--- src/rtl/pla_sweep_ctrl.sv ---
// pla_sweep_ctrl: sweeps a NIN-input function over a vector range and streams LSB-first packed results.
// Define PLA_SWEEP_SIG_EN to enable the 16-bit LFSR result signature on sig.
module pla_sweep_ctrl #(
  parameter int NIN = 10,
  parameter int WORD = 32,
  parameter int EVAL_LAT = 1
) (
  input  logic            clk,
  input  logic            rst_n,
  input  logic            start,
  input  logic [NIN-1:0]  base,
  input  logic [NIN:0]    count,
  output logic            busy,
  output logic            done,
  output logic [NIN-1:0]  func_x,
  input  logic            func_y,
  output logic            out_valid,
  input  logic            out_ready,
  output logic [WORD-1:0] out_data,
  output logic            out_last,
  output logic [NIN:0]    onset_cnt,
  output logic [15:0]     sig
);
  localparam int FW = $clog2(WORD) + 1;
  localparam logic [NIN:0] FULL_SPACE = {1'b1, {NIN{1'b0}}};
  typedef enum logic [2:0] {IDLE, ISSUE, DRAIN, FLUSH, DONE} state_t;
  state_t state, state_nxt;
  logic [NIN-1:0] nx;
  logic [NIN:0] rem;
  logic [EVAL_LAT:0] vld;
  logic [EVAL_LAT+1:0] vsh;
  logic [WORD-1:0] pk;
  logic [FW-1:0] fill;
  logic go, issue, smp, acc, ofree, stall, drain_go, xfer;
  assign go = state == IDLE && start;
  assign smp = vld[EVAL_LAT];
  assign acc = out_valid && out_ready;
  assign ofree = !out_valid || out_ready;
  // Never let pack fill plus in-flight results exceed a word while the output is blocked
  assign stall = (int'(fill) + $countones(vld) >= WORD) && !ofree;
  assign issue = state == ISSUE && !stall;
  assign drain_go = state == DRAIN && vld == '0 && fill != '0 && ofree;
  assign xfer = (fill == FW'(WORD) && ofree) || drain_go;
  assign vsh = {vld, issue};
  always_ff @(posedge clk)
    state <= !rst_n ? IDLE : state_nxt;
  always_comb begin
    busy = state == ISSUE || state == DRAIN || state == FLUSH;
    done = state == DONE;
    state_nxt = go ? ISSUE :
                (issue && rem == (NIN+1)'(1)) ? DRAIN :
                drain_go ? FLUSH :
                (state == FLUSH && acc) ? DONE :
                state == DONE ? IDLE : state;
  end
  always_ff @(posedge clk) begin
    if (!rst_n) begin
      nx <= '0;
      rem <= '0;
      func_x <= '0;
      vld <= '0;
      pk <= '0;
      fill <= '0;
      out_valid <= 1'b0;
      out_data <= '0;
      out_last <= 1'b0;
      onset_cnt <= '0;
    end else begin
      vld <= vsh[EVAL_LAT:0];
      if (go) begin
        nx <= base;
        rem <= (count == '0) ? FULL_SPACE : count;
        onset_cnt <= '0;
      end
      if (issue) begin
        func_x <= nx;
        nx <= nx + 1'b1;
        rem <= rem - 1'b1;
      end
      if (xfer) begin
        pk <= {{(WORD-1){1'b0}}, smp & func_y};
        fill <= FW'(smp);
      end else if (smp) begin
        pk[fill[FW-2:0]] <= func_y;
        fill <= fill + 1'b1;
      end
      if (xfer) begin
        out_valid <= 1'b1;
        out_data <= pk;
        out_last <= drain_go;
      end else if (acc) begin
        out_valid <= 1'b0;
        out_last <= 1'b0;
      end
      if (smp && func_y && onset_cnt != FULL_SPACE)
        onset_cnt <= onset_cnt + 1'b1;
    end
  end
`ifdef PLA_SWEEP_SIG_EN
  always_ff @(posedge clk)
    if (!rst_n) sig <= '0;
    else if (go) sig <= 16'hFFFF;
    else if (smp) sig <= {sig[14:0], 1'b0} ^ ((sig[15] ^ func_y) ? 16'h1021 : 16'h0000);
`else
  assign sig = 16'h0000;
`endif
endmodule

--- config.mk ---
export PLATFORM = sky130hd
export DESIGN_NAME = pla_sweep_ctrl
export DESIGN_NICKNAME = d
export VERILOG_FILES = /design/src/rtl/pla_sweep_ctrl.sv
export SDC_FILE = /design/constraint.sdc
export NUM_CORES = 1
export LEC_CHECK = 0
export BUFFER_PORTS_ARGS = -buffer_cell sky130_fd_sc_hd__buf_2
export CORE_AREA = 3 3 124 126
export DETAILED_ROUTE_END_ITERATION = 10
export DIE_AREA = 0 0 127 129
export PLACE_DENSITY_LB_ADDON = 0.2
export SYNTH_ARGS = -nofsm -noshare
export SYNTH_HDL_FRONTEND = slang
export SYNTH_SLANG_ARGS = --single-unit
--- constraint.sdc ---
create_clock -name clk -period 5.4 [get_ports clk]
set_clock_uncertainty 0.15 [all_clocks]
set_input_delay 0.81 -clock clk [delete_from_list [all_inputs] [get_ports clk]]
set_output_delay 0.81 -clock clk [all_outputs]
set_load 0.02 [all_outputs]
==> results.yml <==
synth:
  synth_top_family_by_area: "simple AND/OR/NAND/NOR gates"
  synth_fa_ha_area_share_pct: 2.61
  ys_seq_area_share_pct: 42.9
  yosysMostFrequentCell: "dfxtp_1"
  syn_inst: 665
  synth_commonest_cells: "119 x dfxtp_1, 98 x nor2_1, 74 x nand2_1, 57 x a21oi_1, 41 x mux2i_1"
  yosys-top-cells-area: "dfxtp_1 43%, mux2i_1 7.4%, nor2_1 6.6%, a21oi_1 5.1%, nand2_1 5.0%"
  syn-cell-area_um2: 5560
  yosysWarnings: 0
  synth-compound-area-share_pct: 16.2
  synth_edf_count: 0
  netlist.area_leader.share_pct: 42.9
  yosysUniqueCellTypes: 60
  avgSynthCellArea_um2: 8.35
  yosys.area.top_type: "dfxtp_1"
  yosys.area_share.xor_xnor_pct: 0.473
  async_flop_share_pct: 0
  synth_ff_type: "dfxtp_1"
  ys_ff_latch: 119
  synthMuxAreaShare_pct: 8.20
  synth_simple_gate_area_share_pct: 22.1
setup_path:
  crit_top_cell: "inv_1"
  cp_max_fo: 27
  worstPathRequired_ns: 5.58
  path_cells: "inv_1 -> fa_1 -> inv_1 -> ha_1 -> nor2_1 -> a31o_2 -> o21ai_2 -> mux2_2 -> a21oi_1"
  startpoint: "vld[1]$_SDFF_PN0_"
  cp.arrival_ns: 3.67
  r2r-start: "vld[1]$_SDFF_PN0_"
  critical_path_class: "reg2reg"
  cp-start-kind: "register"
  worstSetupEndpointType: "register"
  slowest_stage: "o21ai_2"
  max_stage_delay_ns: 0.89
sta:
  hold_viol: 0
  post-route-min-period_ns: 3.49
  setup_viol: 0
  drv_slew: 0
  fin_tns_setup_ns: 0
  worstMarginPinSlew_ns: 1.18
  timing.final.crit_share_pct: 64.6
  fmax_ghz: 0.287
  slew_headroom_pct: 21.5
  rsz0062_at_grt: "false"
die:
  rows: 44
  die-width_um: 127
  initial_core_util_pct: 38.5
  chipHeight_um: 129
  ios: 99
  coreArea_um2: 14400
  dieArea_um2: 16400
cts:
  cts.clk_slew.worst_paths_ns: 0.05
  clockBufferDepth: 2
  cts_sinks: 119
  root_buffer: "clkbuf_16"
  cts_buffers: 17
  post_cts_buffers: 0
  htreeDepth: 4
  cts_resized: 0
  cts_tree: "built"
  ctsHoldBuffers: 0
  clk_latency_ns: 0.41
placed_design:
  portBuffers: 82
  dp_hpwl_mm: 8.99
  dp_cells: 889
  place_congestion: 0.851
detailed_routing:
  met1Wirelength_mm: 6.18
  routed.top_layer: "met4"
  viasPerCell: 5.23
  drc: 0
  drtPass1Iterations: 5
  dr_total_vias: 4817
  totalWireLength_mm: 13.3
  wl_per_cell_um: 14.5
  dr_wl_met3_um: 645
  wl_met2_mm: 6.32
  ant_nets: 0
  drtIter0Drc: 246
power:
  seqPwrFrac_pct: 43.3
  switching_share_pct: 24.5
  comb_power_share_pct: 7.4
  p_total_uw: 2130
  p_leak_uw: 0.00245
  p_per_area_nw_per_um2: 327
  p_sw_uw: 520
  ir_drop_mv: 0.212
  clkPwrFrac_pct: 49.3
  p_int_uw: 1610
job:
  cap_violations: 0
global_route:
  grt_overflow: 0
  grt_usage_pct: 16.4
  grt_start_max_net_pins: 61
  grt_pass1_vias: 4537
  grt_pass1_wl_mm: 21.9
  antenna_found_initial: 0
final_layout:
  fin_cells: 921
  layout-drive-gt1-share_pct: 18.3
  synthToLayoutAreaGrowth_pct: 17.1
  layout.nets: 761
  diodes: 0
hold_path:
  min_from: "func_x[3]$_SDFFE_PN0N_"
  hold_path_class: "reg2reg"
run_status:
  outcome: "finished, final reports clean"
==> area by class of cell <==
type                       instances  area (um^2)
multi-input combinational        485         2840
tap                              184          230
inverter                          15         56.3
timing repair buffer              86          440
fill                            1456         7920
clock inverter                    11          100
clock buffer                      21          460
sequential                       119         2380
==> sequential cells by signal, summed over array words and instances (netlist names) <==
| name | cells |
|---|---|
| rem | 11 |
| pk | 32 |
| state | 3 |
| out_valid | 1 |
| func_x | 10 |
| fill | 6 |
| out_data | 32 |
| onset_cnt | 11 |
| nx | 10 |
| vld | 2 |
| out_last | 1 |
==> critical path, delay by kind of cell (launching register included) <==
kind                       cells  cell delay (ns)
buffers and inverters          2             0.29
muxes                          1             0.42
DFF                            1             0.64
AOI/OAI and AO/OA              3             1.29
and+or+nand+nor                1             0.04
adders and majority gates      2             0.58
==> layer usage <==
layer	track usage, %	vias up
met4	6.37	0
li1	-	2416
met2	27.3	135
met5	0	-
met3	4.28	14
met1	20.6	2252
==> metrics by stage <==
| step | setup slack, ns | hold slack, ns | area [um^2] | util (%) |
|---|---|---|---|---|
| 6_report | 1.91 | 0.303 | 6500 | 45.1 |
| 5_1_grt | 1.61 | 0.324 | 6500 | 45.1 |
| 4_1_cts | 1.93 | 0.305 | 6500 | 45.1 |
| 3_5_place_dp | 1.96 | 0.298 | 5940 | 41.2 |
| 3_3_place_gp | 2.05 | 0.291 | 5940 | 41.2 |
| 2_1_floorplan | 2.80 | 0.301 | 5610 | - |
==> logic make-up (layout without fill, tap and decap cells) <==
group,count (synthesis),after routing
flops,119,119
compound gates,150,150
mux,45,45
other cells,1,16
buf+inv,76,133
simple gates,260,260
fa+ha+maj,11,11
xor+xnor,3,3
==> path summary, 6_finish.rpt <==
path	end	slack, ns	cells past startpoint
max	nx[8]$_SDFFE_PN0P_	1.91	9
min	func_x[3]$_SDFFE_PN0N_	0.30	2
max reg2reg	nx[8]$_SDFFE_PN0P_	1.91	9
min reg2reg	func_x[3]$_SDFFE_PN0N_	0.30	2
==> cell usage in the layout (no fill, tap or decap), types with 12 or more instances in the layout <==
master / netlist / final
nor2_1: 98 / 98
inv_1: 14 / 14
a31oi_1: 12 / 12
nand2_1: 74 / 74
conb_1: 1 / 16
a21oi_1: 57 / 57
clkbuf_16: 0 / 17
nand3_1: 18 / 18
dfxtp_1: 119 / 119
nor3_1: 18 / 18
mux2i_1: 41 / 41
o21ai_0: 39 / 39
buf_2: 7 / 82
==> power groups by stage <==
stage / sequential [uW] / combinational (uW) / clock, uW
final: 921 / 157 / 1050
after floorplan: 935 / 127 / 0
after global placement: 937 / 153 / 0
after global routing: 923 / 176 / 1120
after detailed placement: 939 / 157 / 0
after CTS: 920 / 158 / 1080
(Power assumes the default switching activity.)
